### src/rtl/sdio_pkg.sv
// rtl/sdio_pkg.sv - shared types and constants for the SD/SDIO CMD-line engine
package sdio_pkg;

  typedef enum logic [1:0] {
    RESP_NONE      = 2'd0,
    RESP_R48       = 2'd1,
    RESP_R136      = 2'd2,
    RESP_R48_NOCRC = 2'd3
  } resp_type_e;

  typedef enum logic [2:0] {
    ST_IDLE,
    ST_TX,
    ST_TURN,
    ST_WAIT,
    ST_RX,
    ST_GAP
  } state_e;

  localparam logic [6:0] CRC7_POLY     = 7'h09;
  localparam int         FRAME_LEN_48  = 48;
  localparam int         FRAME_LEN_136 = 136;
  localparam int         CMD_CRC_BITS  = 40;
  localparam int         R136_HDR_BITS = 8;
  localparam int         TURN_CYCLES   = 2;
  localparam int         NCC_CYCLES    = 8;

endpackage

### src/rtl/sdio_crc7.sv
// rtl/sdio_crc7.sv - serial CRC7 (x^7+x^3+1), MSB-first, clear has priority over enable
module sdio_crc7
  import sdio_pkg::*;
(
  input  logic       clk_i,
  input  logic       rst_ni,
  input  logic       clr_i,
  input  logic       en_i,
  input  logic       bit_i,
  output logic [6:0] crc_o
);

  logic [6:0] crc_q, crc_d;
  logic       fb;

  always_comb begin
    fb    = crc_q[6] ^ bit_i;
    crc_d = crc_q;
    if (clr_i) begin
      crc_d = '0;
    end else if (en_i) begin
      crc_d = {crc_q[5:0], 1'b0} ^ (fb ? CRC7_POLY : 7'h00);
    end
  end

  always_ff @(posedge clk_i or negedge rst_ni) begin
    if (!rst_ni) begin
      crc_q <= '0;
    end else begin
      crc_q <= crc_d;
    end
  end

  assign crc_o = crc_q;

endmodule

### src/rtl/sdio_cmd_engine.sv
// rtl/sdio_cmd_engine.sv - host SD CMD-line engine: 48-bit command TX, R48/R136 RX with checks
// SDIO_CMD_NCC_EN: insert an 8-cycle Ncc gap (busy held) after every terminal event.
module sdio_cmd_engine
  import sdio_pkg::*;
#(
  parameter int TIMEOUT_CYCLES = 64
) (
  input  logic         sd_clk,
  input  logic         rstn,
  input  logic         cmd_sd_rst,
  input  logic         all_sd_rst,
  input  logic         cmd_start,
  input  logic [5:0]   cmd_index,
  input  logic [31:0]  cmd_arg,
  input  logic [1:0]   resp_type,
  input  logic         cmd_in,
  output logic         cmd_out,
  output logic         cmd_oe,
  output logic         busy,
  output logic [127:0] resp,
  output logic         cmd_done_event,
  output logic         cmd_index_err_event,
  output logic         cmd_end_err_event,
  output logic         cmd_crc_err_event,
  output logic         cmd_timeout_err_event
);

  localparam int CNT_W = ($clog2(TIMEOUT_CYCLES) + 1 > 8) ? $clog2(TIMEOUT_CYCLES) + 1 : 8;

`ifdef SDIO_CMD_NCC_EN
  localparam state_e TERM_STATE = ST_GAP;
`else
  localparam state_e TERM_STATE = ST_IDLE;
`endif

  state_e         state_q, state_d;
  logic [CNT_W-1:0] cnt_q, cnt_d;
  logic [5:0]     idx_q, idx_d;
  logic [31:0]    arg_q, arg_d;
  resp_type_e     type_q, type_d;
  logic [126:0]   sr_q, sr_d;
  logic [127:0]   resp_q, resp_d;
  // Event vector order: {done, index_err, end_err, crc_err, timeout_err}
  logic [4:0]     ev_q, ev_d;

  logic           crc_clr, crc_en, crc_bit;
  logic [6:0]     crc;
  logic           tx_bit;
  logic [39:0]    tx_frame;
  logic [5:0]     frame_sel;
  logic [2:0]     crc_sel;
  logic [127:0]   sr_shift;
  logic [CNT_W-1:0] rx_last;
  logic           idx_err, end_err, crc_err;

  sdio_crc7 u_crc7 (
    .clk_i  (sd_clk),
    .rst_ni (rstn),
    .clr_i  (crc_clr),
    .en_i   (crc_en),
    .bit_i  (crc_bit),
    .crc_o  (crc)
  );

  always_ff @(posedge sd_clk or negedge rstn) begin
    if (!rstn) begin
      state_q <= ST_IDLE;
      cnt_q   <= '0;
      idx_q   <= '0;
      arg_q   <= '0;
      type_q  <= RESP_NONE;
      sr_q    <= '0;
      resp_q  <= '0;
      ev_q    <= '0;
    end else begin
      state_q <= state_d;
      cnt_q   <= cnt_d;
      idx_q   <= idx_d;
      arg_q   <= arg_d;
      type_q  <= type_d;
      sr_q    <= sr_d;
      resp_q  <= resp_d;
      ev_q    <= ev_d;
    end
  end

  always_comb begin
    state_d  = state_q;
    cnt_d    = cnt_q;
    idx_d    = idx_q;
    arg_d    = arg_q;
    type_d   = type_q;
    sr_d     = sr_q;
    resp_d   = resp_q;
    ev_d     = '0;
    crc_clr  = 1'b0;
    crc_en   = 1'b0;
    crc_bit  = tx_bit;
    idx_err  = 1'b0;
    end_err  = 1'b0;
    crc_err  = 1'b0;
    sr_shift = {sr_q, cmd_in};
    rx_last  = (type_q == RESP_R136) ? CNT_W'(FRAME_LEN_136 - 2) : CNT_W'(FRAME_LEN_48 - 2);
    unique case (state_q)
      ST_IDLE: begin
        crc_clr = 1'b1;
        cnt_d   = '0;
        if (cmd_start) begin
          idx_d   = cmd_index;
          arg_d   = cmd_arg;
          type_d  = resp_type_e'(resp_type);
          state_d = ST_TX;
        end
      end
      ST_TX: begin
        crc_en = (cnt_q < CNT_W'(CMD_CRC_BITS));
        cnt_d  = cnt_q + 1'b1;
        if (cnt_q == CNT_W'(FRAME_LEN_48 - 1)) begin
          cnt_d = '0;
          if (type_q == RESP_NONE) begin
            ev_d[4] = 1'b1;
            state_d = TERM_STATE;
          end else begin
            state_d = ST_TURN;
          end
        end
      end
      ST_TURN: begin
        crc_clr = 1'b1;
        cnt_d   = cnt_q + 1'b1;
        if (cnt_q == CNT_W'(TURN_CYCLES - 1)) begin
          cnt_d   = '0;
          state_d = ST_WAIT;
        end
      end
      ST_WAIT: begin
        // The start bit is 0, so leaving the CRC cleared here already accounts for it.
        crc_clr = 1'b1;
        if (!cmd_in) begin
          cnt_d   = '0;
          state_d = ST_RX;
        end else if (cnt_q == CNT_W'(TIMEOUT_CYCLES - 1)) begin
          cnt_d   = '0;
          ev_d[0] = 1'b1;
          state_d = TERM_STATE;
        end else begin
          cnt_d = cnt_q + 1'b1;
        end
      end
      ST_RX: begin
        sr_d    = sr_shift[126:0];
        cnt_d   = cnt_q + 1'b1;
        crc_bit = cmd_in;
        if (type_q == RESP_R136) begin
          crc_clr = (cnt_q < CNT_W'(R136_HDR_BITS - 1));
          crc_en  = (cnt_q < CNT_W'(FRAME_LEN_136 - R136_HDR_BITS - 1));
        end else begin
          crc_en  = (cnt_q < CNT_W'(CMD_CRC_BITS - 1));
        end
        if (cnt_q == rx_last) begin
          // sr_shift holds the whole frame minus the start bit, end bit at [0].
          end_err = ~cmd_in;
          idx_err = (type_q == RESP_R48) && (sr_shift[45:40] != idx_q);
          crc_err = ((type_q == RESP_R48) || (type_q == RESP_R136)) && (sr_shift[7:1] != crc);
          ev_d    = {~(idx_err | end_err | crc_err), idx_err, end_err, crc_err, 1'b0};
          resp_d  = (type_q == RESP_R136) ? {8'h00, sr_shift[127:8]} : {96'h0, sr_shift[39:8]};
          cnt_d   = '0;
          state_d = TERM_STATE;
        end
      end
      ST_GAP: begin
        cnt_d = cnt_q + 1'b1;
        if (cnt_q == CNT_W'(NCC_CYCLES - 1)) begin
          cnt_d   = '0;
          state_d = ST_IDLE;
        end
      end
      default: begin
        state_d = ST_IDLE;
        cnt_d   = '0;
      end
    endcase
    if (cmd_sd_rst || all_sd_rst) begin
      state_d = ST_IDLE;
      cnt_d   = '0;
      ev_d    = '0;
    end
    if (all_sd_rst) begin
      resp_d = '0;
    end
  end

  always_comb begin
    tx_frame  = {2'b01, idx_q, arg_q};
    frame_sel = 6'(CMD_CRC_BITS - 1) - cnt_q[5:0];
    crc_sel   = 3'(6'(FRAME_LEN_48 - 2) - cnt_q[5:0]);
    if (cnt_q < CNT_W'(CMD_CRC_BITS)) begin
      tx_bit = tx_frame[frame_sel];
    end else if (cnt_q < CNT_W'(FRAME_LEN_48 - 1)) begin
      tx_bit = crc[crc_sel];
    end else begin
      tx_bit = 1'b1;
    end
    cmd_oe  = (state_q == ST_TX);
    cmd_out = (state_q == ST_TX) ? tx_bit : 1'b1;
    busy    = (state_q != ST_IDLE);
  end

  assign resp                  = resp_q;
  assign cmd_done_event        = ev_q[4];
  assign cmd_index_err_event   = ev_q[3];
  assign cmd_end_err_event     = ev_q[2];
  assign cmd_crc_err_event     = ev_q[1];
  assign cmd_timeout_err_event = ev_q[0];

endmodule

### config.mk
export PLATFORM = sky130hd
export DESIGN_NAME = sdio_cmd_engine
export DESIGN_NICKNAME = d
export VERILOG_FILES = /design/src/rtl/sdio_pkg.sv /design/src/rtl/sdio_crc7.sv /design/src/rtl/sdio_cmd_engine.sv
export SDC_FILE = /design/constraint.sdc
export NUM_CORES = 1
export LEC_CHECK = 0
export CAP_MARGIN = 20
export CELL_PAD_IN_SITES_DETAIL_PLACEMENT = 2
export CELL_PAD_IN_SITES_GLOBAL_PLACEMENT = 2
export CORE_ASPECT_RATIO = 1.4
export CORE_UTILIZATION = 35
export DETAILED_ROUTE_END_ITERATION = 10
export PLACE_DENSITY_LB_ADDON = 0.3
export REMOVE_ABC_BUFFERS = 1
export SETUP_SLACK_MARGIN = 0.15
export SLEW_MARGIN = 15
export SYNTH_ARGS = -nofsm -noshare
export SYNTH_HDL_FRONTEND = slang
export SYNTH_SLANG_ARGS = --single-unit
### constraint.sdc
create_clock -name sd_clk -period 3.32 [get_ports sd_clk]
set_input_delay 0.664 -clock sd_clk [delete_from_list [all_inputs] [get_ports sd_clk]]
set_output_delay 0.664 -clock sd_clk [all_outputs]
set_load 0.01 [all_outputs]
# After elaboration in Yosys (flattened, before gate mapping)
# Index checks and enable logic that the tools add are counted.
[totals] ff_bits=318 inputBits=46 out_inout_bits=136 word_cells=106
[classes] add_sub_neg=3 magnitude_cmp=7 eq_ne=20 n_mux=47 bitwise_logic=6 reduce_logical=14
[ops] cell="$mux 128" count=3
[ops] cell="$mux 120" count=1
[ops] cell="$mux 8" count=8
[ops] cell="$pmux 8 s5" count=1
[ops] cell="$mux 3" count=9
[ops] cell="$lt 8x6->1 const B" count=3
[ops] cell="$pmux 3 s6" count=1
[ops] cell="$eq 8x6->1 const B" count=2
[ops] cell="$mux 7" count=2
[ops] cell="$mux 1" count=12
[ops] cell="$ne 3x3->1 const B" count=4
[ops] cell="$mux 5" count=2
[ops] cell="$add 8x1->8 const B" count=1
[ops] cell="$eq 8x1->1 const B" count=1
[ops] cell="$eq 8x3->1 const B" count=1
[ops] cell="$eq 8x8->1" count=1
[ops] cell="$lt 8x3->1 const B" count=1
[ops] cell="$lt 8x7->1 const B" count=1
[ops] cell="$pmux 1 s2" count=4
[ops] cell="$lt 6x7->1 const B" count=1
[ops] cell="$ne 7x7->1" count=1
[ops] cell="$xor 7x7->7" count=1
[ops] cell="$bmux 1 s6" count=1
[ops] cell="$eq 3x2->1 const B" count=2
[ops] cell="other kinds (25)" count=33

# Longest topological paths before layout
# Gate-level depths: netlist of run 1.
[depth] word_depth=11 mapped_depth=11 depth_no_buf=9

# Hierarchy
# A second synthesis of run 1 with hierarchy kept.
[unflattened] hier_cells=1199 area_unflattened_um2=12590.8
[by_module_without_submodules] mod="sdio_cmd_engine" n_inst=1 cells_per_inst=1171 area_per_inst_um2=12270.5 seq_area_each_um2=7582.3
[by_module_without_submodules] mod="sdio_crc7" n_inst=1 cells_per_inst=28 area_per_inst_um2=320.3 seq_area_each_um2=175.2

# Worst setup path before layout of run 1
# No wires, ideal clock.
[synth_path] path_kind="register -> output" startpoint="reg cnt_q[0]" endpoint="out cmd_out" arrival_ps=2006 setup_slack_ps=650 path_stages_with_launch=10 cell_sequence="dfrtp_1 buf_4 buf_4 inv_1 ha_1 mux2_2 a21oi_1 o2111ai_1 nand2_1 nand2_1"
[synth_via] elab_chain_cells=6 word_cells_on_any_way=11 cone_classes="add/sub (2); order compare (2); mux (7)"
[synth_lines] element="start, declared" line="sdio_cmd_engine.sv:37" rtl="logic [CNT_W-1:0] cnt_q, cnt_d;"
[synth_lines] element="start signal, assigned" line="sdio_cmd_engine.sv:77" rtl="cnt_q <= cnt_d;"
[synth_lines] element="parallel branches: the longest is 4 deep, another holds $sub 6x6->6"
[synth_lines] element="$mux 1 *" line="sdio_cmd_engine.sv:197" rtl="if (cnt_q < CNT_W'(CMD_CRC_BITS)) begin"
[synth_lines] element="$mux 1 *" line="sdio_cmd_engine.sv:205" rtl="cmd_out = (state_q == ST_TX) ? tx_bit : 1'b1;"
[synth_lines] element="end, declared" line="sdio_cmd_engine.sv:17" rtl="output logic cmd_out,"
# Mark *: on every way between the ends. The select of a mux whose other input is x is not followed.

# Worst setup path in the final report of run 1
# Ends and elaborated chain as after synthesis.

==> reports/summary.md, run 1 <==
The run finished with clean final reports. The total internal power came out at 0.00631 W. The tools report the critical path data required time as 2.66 ns. The count of yosys warnings during synthesis is 0. Buffers inserted during clock tree synthesis total 34. The slew at the pin closest to its max-slew limit is 0.759 ns. The logs give 22.6 mm for the final HPWL from detailed placement and 1411 for the number of nets in the layout. By area the synthesized netlist is led by sky130_fd_sc_hd__dfrtp_1 62%, sky130_fd_sc_hd__nand2_1 14%, sky130_fd_sc_hd__a22o_1 6.3%, sky130_fd_sc_hd__mux2_2 3.5%, sky130_fd_sc_hd__a21oi_1 1.7%. In this run the deepest clock path goes through 3 buffers. The worst setup path is of the flop to primary output kind.

Main flop type after synthesis: sky130_fd_sc_hd__dfrtp_1. The number of enable-type register cells in the synthesized netlist is 0. The logs give 0.820 for the placer's final routability congestion estimate and 0 for the DRC violations left. The total routing usage reported by global routing was 0.204.

The first global-routing pass estimated 59.2 mm of wire. The number of buffers added to fix hold violations after cts is 0. The largest total area in the synthesized netlist belongs to sky130_fd_sc_hd__dfrtp_1. For this run, the detailed router's first-pass iteration total came to 6. TritonCTS built the clock tree.

The detail route stage leaves a number of antenna-violating nets equal to 0. The area of the multi-input gates is 4500 sq um, and the count of final max-slew check failures is 0. Area of the die: 36700 sq um. The placed cell area is 14800 sq um, and the layout cell share with drive strength beyond 1 is 0.106.

The maximum clock frequency is 319 MHz, and the critical path data arrival time is 2.47 ns. The critical path launch point type is a flop. The number of fillers in the final layout was 3645; the die extent in x was 162 um.

During I/O placement, the number of pins put on the boundary was 182. The die height works out to 226 um. The netlist area before placement is 12600 sq um, and the area inside the core boundary is 35200 sq um. Setup repair after global routing could not meet its margin everywhere. Synthesis handed over a netlist of 1198 instances. For the initial core utilization, the log shows 0.358. Dividing total power by cell area gives a power density of 508 nW/um^2. The detail-routed net length per standard cell is 19.6 um. The mean number of vias per cell came out at 5.09.

Total of buffers placed on input and output ports: 173. Setup total negative slack on the finished layout was measured at 0 ns. The sequential cells in the finished layout cover a total of 7760 sq um. The average cell area after synthesis works out to 10.5 sq um. The number of antenna diodes is 0, and the portion of total power attributed to the clock network is 0.469.

After routing the design area is 16000 sq um. Entering global routing, the biggest net connects 98 pins. Part of the total power dissipated in combinational logic: 0.049. The top-area cell type share of the netlist area is 0.616, and the number of levels in the clock H-tree is 2. The tightest min-delay check is of the input port to async pin type. For the worst-skew pair, the clock arrives at the later sink with an insertion delay of 0.52 ns.

The logs give 0 for the number of antenna violations at the first check in global routing and 0 for the number of endpoints with negative hold slack in the final report. The tools report the reported max-cap violation count as 0. The share of power burned in registers was 0.481; the count of unique library cells instantiated by Yosys was 49.

Summed over all layers, the routed wires come to 36.1 mm. The worst max-slew margin expressed relative to the limit was 0.494. The net load switching power was 0.00183 W. For this design the static power due to leakage is 7.60 nW.

Share of synthesized flip-flops with an asynchronous set or reset: 1.00. The tree built by TritonCTS fans out to 310 sinks. Relative to the synthesized area, the layout overhead comes to 27.3%.

The number of synthesized register bits came out at 310. The leading cell type in the layout, fill and taps excluded was sky130_fd_sc_hd__nand2_1. The worst path needs 3.13 ns of the cycle, external delays included. CTS placed an instance of sky130_fd_sc_hd__clkbuf_16 at the clock tree root.

The switching part of the total came out at 0.224. The tools report the number of global-route vias before repair as 10642. The number of failing setup endpoints in the final timing report is 0. The worst-case IR drop observed on VDD is 0.442 mV. The count of routing violations after the opening detailed-route iteration is 388.

For the final database, setup skew stands at 0.0185 ns. In the layout the commonest cells are 475 x sky130_fd_sc_hd__nand2_1, 305 x sky130_fd_sc_hd__dfrtp_1, 171 x sky130_fd_sc_hd__clkdlybuf4s50_1. Clock input transition at the sequential cells of the worst setup and hold paths: 0.06 ns.

The overflow left after global routing was 0; the maximum fanout along the worst path was 4. The period utilization came out at 0.944. The via total after detailed routing came out at 9349.

After floorplanning, the core was divided into 81 placement rows. The worst setup path is captured at a primary output. For the register area share after synthesis, the log shows 0.616.
==> area by class of cell <==
| type | instances | share of cell area |
|---|---|---|
| clock inverters | 4 | 0.00148 |
| repair buffers | 197 | 0.125 |
| flip-flops and latches | 310 | 0.485 |
| inverters | 13 | 0.00305 |
| multi-input cells | 800 | 0.281 |
| well taps | 456 | 0.0356 |
| clock buffers | 56 | 0.0691 |
==> power groups by stage <==
stage                     clock network (W)  logic [W]  registers [W]
after CTS                           0.00394   0.000408        0.00392
after floorplan                           0   0.000175        0.00396
after global routing                0.00408   0.000440        0.00392
final                               0.00382   0.000400        0.00391
after global placement                    0   0.000385        0.00398
after detailed placement                  0   0.000399        0.00398
==> flip-flops by register name, summed over array words and instances, names as in the netlist <==
signal        flops
arg_q            32
cnt_q             8
ev_q              5
idx_q             6
resp            120
sr_q            127
state_q           3
type_q            2
u_crc7.crc_o      7
==> metal layers <==
metal | wire length, um | part of all wire | vias to the layer above | track usage
li1 | - | - | 4266 | -
met1 | 14300 | 0.40 | 4854 | 0.236
met2 | 19200 | 0.53 | 167 | 0.372
met3 | 1560 | 0.043 | 62 | 0.0415
met4 | 956 | 0.027 | 0 | 0.0670
met5 | 0 | 0 | - | 0
==> cell families (layout without fill, tap and decap cells) <==
kind of cell	Yosys count	after routing	synth area share
adder cells (fa/ha/maj)	9	9	0.00895
flip-flops	310	310	0.616
multiplexers	52	52	0.0512
other	1	8	0.000298
XOR/XNOR	24	24	0.0167
AO/OA/AOI/OAI	170	170	0.103
AND/OR/NAND/NOR	537	537	0.171
buffers and inverters	95	270	0.0332
==> cells in the mapped netlist, drive strengths merged (2+ instances only) <==
library cell  count
a31oi             4
inv              13
a21o              2
and3              3
xor2             10
a311oi            3
a21oi            42
nand2b            4
nand4             8
o211ai            2
nand3             7
o2111ai           5
o21ai            12
a22o             90
mux4              6
nor2b             4
nand2           475
and2              3
xnor2            14
a21boi            2
and4bb            2
dfrtp           310
buf              33
mux2             39
nor2             16
nand3b            3
ha                9
mux2i             7
clkbuf           49
nor3              7
==> worst paths after layout <==
| path | end | cells after the start | start | slack [ns] |
|---|---|---|---|---|
| setup reg to reg | u_crc7.crc_o[3] | 10 | cnt_q[1] | 0.61 |
| max in group asynchronous | resp[18] | 2 | rstn | 2.39 |
| setup / recovery | cmd_out | 8 | cnt_q[0] | 0.19 |
| min in group sd_clk | sr_q[126] | 2 | sr_q[126] | 0.48 |
| hold / removal | resp[114] | 1 | rstn | 0.04 |
| hold reg to reg | sr_q[126] | 2 | sr_q[126] | 0.48 |
==> stage by stage <==
step                      cells  total power, W   util  hold slack, ns  setup WS [ns]
after detailed placement   1773         0.00438  0.420           0.481          0.232
after global routing       1836         0.00844  0.456          0.0519          0.100
after floorplan            1123         0.00413      -           0.368          -9.32
after global placement     1773         0.00436  0.420           0.462          0.296
after CTS                  1835         0.00827  0.455          0.0436          0.159
final                      1836         0.00813  0.456          0.0405          0.185
==> critical path, cell delays in order, from the launching register on <==
cell	delay, ns
sky130_fd_sc_hd__dfrtp_2	0.46
sky130_fd_sc_hd__inv_1	0.13
sky130_fd_sc_hd__ha_4	0.30
sky130_fd_sc_hd__mux2_2	0.33
sky130_fd_sc_hd__a21oi_1	0.21
sky130_fd_sc_hd__o2111ai_1	0.18
sky130_fd_sc_hd__nand2_1	0.12
sky130_fd_sc_hd__nand2_1	0.06
sky130_fd_sc_hd__buf_2	0.16
==> timing repair <==
item / 4_1_cts / 5_1_grt
pin swaps: 2 / 3
gates resized for setup: 19 / 3
buffers inserted: 1 / 1
gates cloned: 1 / 0
setup endpoints to repair: 1 / 2
No activity file was read; power rests on OpenSTA's default activity.
==> inputs of run 2 (changes only) <==
--- a/config.mk
+++ b/config.mk
@@ -13,4 +13,5 @@
 export DETAILED_ROUTE_END_ITERATION = 10
 export PLACE_DENSITY_LB_ADDON = 0.3
+export RECOVER_POWER = 100
 export REMOVE_ABC_BUFFERS = 1
 export SETUP_SLACK_MARGIN = 0.15
==> constraint.sdc (replaced) <==
create_clock -name sd_clk -period 3.32 [get_ports sd_clk]
set_input_delay 0.664 -clock sd_clk [delete_from_list [all_inputs] [get_ports sd_clk]]
set_output_delay 0.664 -clock sd_clk [all_outputs]
set_load 0.1 [all_outputs]
==> reports/summary.md, run 2 (same netlist as run 1, synthesis figures left out) <==
The HPWL after detailed placement is 22.5 mm. The detail-routed net length per standard cell works out to 19.7 um. The cell seen most often among critical-path stages was sky130_fd_sc_hd__nand2_2. In this run, the number of DRC markers left after iteration 0 of detailed routing was 320.

Global-route wire length before repair: 59.1 mm. The worst vdd rail ir drop is 0.361 mV, and the layout cell share with drive strength beyond 1 is 0.115. The utilization of the core after routing is 0.437.

For this design the static power due to leakage is 7.39 nW. The register with the most flip-flops in the layout has 127 of them. The logs give 10581 for the number of global-route vias before repair and 2.66 ns for the critical path data required time.

The run finished, with violations left. The number of fillers in the final layout came out at 3750. The worst hold path belongs to the class flop to flop. The maximum fanout along the worst path was 11; the clock tree buffer depth was 3. The critical path is of the flop to primary output type. The number of cells traversed by the worst hold path works out to 2.

The setup slack of the most critical reg-to-reg path was 0.20 ns. After floorplanning, the core was divided into 81 placement rows. For this run, the slowest stage of the critical path takes 0.45 ns. The growth of design area from synthesis to finish was 22.1%. Maximum clock frequency: 309 MHz.

After clock tree synthesis, the clock-pin slew on the worst setup and hold paths is 0.06 ns. Data on the critical path arrives at its endpoint at 2.57 ns. The die height was 226 um; the number of levels in the clock H-tree was 2. The worst max-slew margin expressed relative to the limit was -0.514.

The die extent in x is 162 um, and the number of antenna violations at the first check in global routing is 2. The tools report the clock latency reported for the late side of the worst-skew pair as 0.52 ns. The top cell types in the final layout, fill and taps aside, are 472 x sky130_fd_sc_hd__nand2_1, 307 x sky130_fd_sc_hd__dfrtp_1, 135 x sky130_fd_sc_hd__clkbuf_1.

The tree built by TritonCTS fans out to 310 sinks. In this run the standard cell core region covers 35200 sq um. The family of cells with the greatest summed delay on the critical path was buffers and inverters. Between clock sinks in the finished design, the worst skew comes to 0.0171 ns. Number of nets in the layout: 1421.

The logs give 0 for the number of endpoints with negative hold slack in the final report and 0.813 for the placer's final routability congestion estimate. The tools report the clock root buffer as sky130_fd_sc_hd__clkbuf_16. The period utilization came out at 0.974.

The clock period could shrink to 3.23 ns. The slew at the pin closest to its max-slew limit was 2.27 ns. Count of nets left with antenna violations after detail routing: 0.

The checks that failed: capacitance limit, slew limit. For the worst flop-to-flop path, the logic depth is 8. The logs give 0 for the number of failing setup endpoints in the final timing report and 89 for the maximum number of pins on one net before global-route repair. The tools report the via total after detailed routing as 9443.

TritonCTS built the clock tree. Walking the worst path, the cells encountered are clkbuf_4, bufbuf_16, mux2i_1, a31oi_1, o211ai_1, and4_4, o21ai_2, nand2_2, nand2_2, buf_8. The run gives 0.358 as the initial core utilization. The tools report the reg-to-reg endpoint as resp[72]. The routed design has 36.4 mm of wire. The total routing usage reported by global routing came out at 0.205. The overall power came out at 0.00838 W. The reported max-cap violation count is 1. The iteration count of the initial detailed-routing pass is 5, and the total of buffers placed on input and output ports is 173. Once routing completed, OpenROAD measured the worst setup slack at 0.0861 ns. Number of buffers created by CTS: 34. The overflow left after global routing was 0. The reg-to-reg critical path startpoint is type_q[0]. The type of element capturing the critical path was a primary output.

Leaving out fill and tap cells, the most frequent cell in the layout is sky130_fd_sc_hd__nand2_1. Counting flops per register, the top entry is sr_q. The die covers 36700 sq um.

The worst setup path is launched from a flop. The I/O pin count is 182. Setup repair after global routing could not meet its margin everywhere.

After detailed routing, the number of vias per cell comes to 5.11. For this run, design rule violations remaining after detail routing come to 0. In this run the most critical hold path is launched from sr_q[126]. The worst hold path terminates at sr_q[126]. Dividing total power by cell area gives a power density of 545 nW/um^2. The count of buffer and inverter cells on the critical path came out at 3. At the placement stage, the worst setup path has a slack of 0.442 ns. The count of final max-slew check failures was 83. The slowest stage of the critical path belongs to the cell sky130_fd_sc_hd__dfrtp_2.
==> run 2: cell count changes in the layout (fill, tap and decap cells not counted), sizes merged <==
cell,delta
clkbuf,+135
buf,-7
clkdlybuf4s50,-127
diode,+2
bufbuf,+1
clkinv,+5
bufinv,+4
==> run 2: repair_timing <==
item,4_1_cts,5_1_grt
pin swaps,6,3
gates cloned,2,0
endpoints found under the setup margin,1,1
buffers inserted,8,0
gates resized for setup,22,5
hold buffers,0,0
==> run 2: power by group <==
group	leakage, nW	internal [W]	switching, W
clock network	0.591	0.00245	0.00157
registers	4.23	0.00385	0.0000628
logic	2.57	0.000176	0.000273
==> run 2: final cells by class <==
| cell class | count | area (sq um) | area share |
|---|---|---|---|
| diodes | 2 | 5.00 | 0.000326 |
| clock buffers | 48 | 1020 | 0.0662 |
| clock inverters | 13 | 165 | 0.0107 |
| inverters | 13 | 48.8 | 0.00318 |
| multi-input cells | 800 | 4520 | 0.294 |
| flip-flops and latches | 310 | 7760 | 0.505 |
| well taps | 456 | 571 | 0.0371 |
| repair buffers | 207 | 1280 | 0.0835 |
==> run 2: worst min-delay path, cell delays in order (launching register included) <==
cell	delay, ns
sky130_fd_sc_hd__dfrtp_1	0.35
sky130_fd_sc_hd__nand2_1	0.05
sky130_fd_sc_hd__nand2_1	0.06
==> run 2: worst max path at each step <==
stage,start,end,slack [ns],cells after the start
after floorplan,state_q[2],resp[100],-9.32,4
after global placement,cnt_q[0],cmd_out,0.50,8
after detailed placement,cnt_q[0],cmd_out,0.44,8
after CTS,cnt_q[0],cmd_out,0.15,8
after global routing,cnt_q[0],cmd_out,0.03,10
final,cnt_q[0],cmd_out,0.09,10
==> run 2: metal layers <==
metal | wire length (um) | share of wire | vias to the layer above | track usage
met5 | 0 | 0 | - | 0
met4 | 1010 | 0.028 | 0 | 0.0749
met3 | 1480 | 0.041 | 62 | 0.0384
met2 | 19100 | 0.53 | 173 | 0.364
met1 | 14800 | 0.41 | 4914 | 0.244
li1 | - | - | 4294 | -
==> run 2: metrics by stage <==
step / cell area [sq um] / setup TNS, ns / std cells / hold slack, ns
finish: 15400 / 0 / 1849 / 0.490
floorplan: 12200 / -1688.30 / 1123 / 0.368
global route: 15400 / 0 / 1849 / 0.520
detailed placement: 14500 / 0 / 1776 / 0.480
CTS: 15900 / 0 / 1847 / 0.179
global placement: 14500 / 0 / 1776 / 0.464
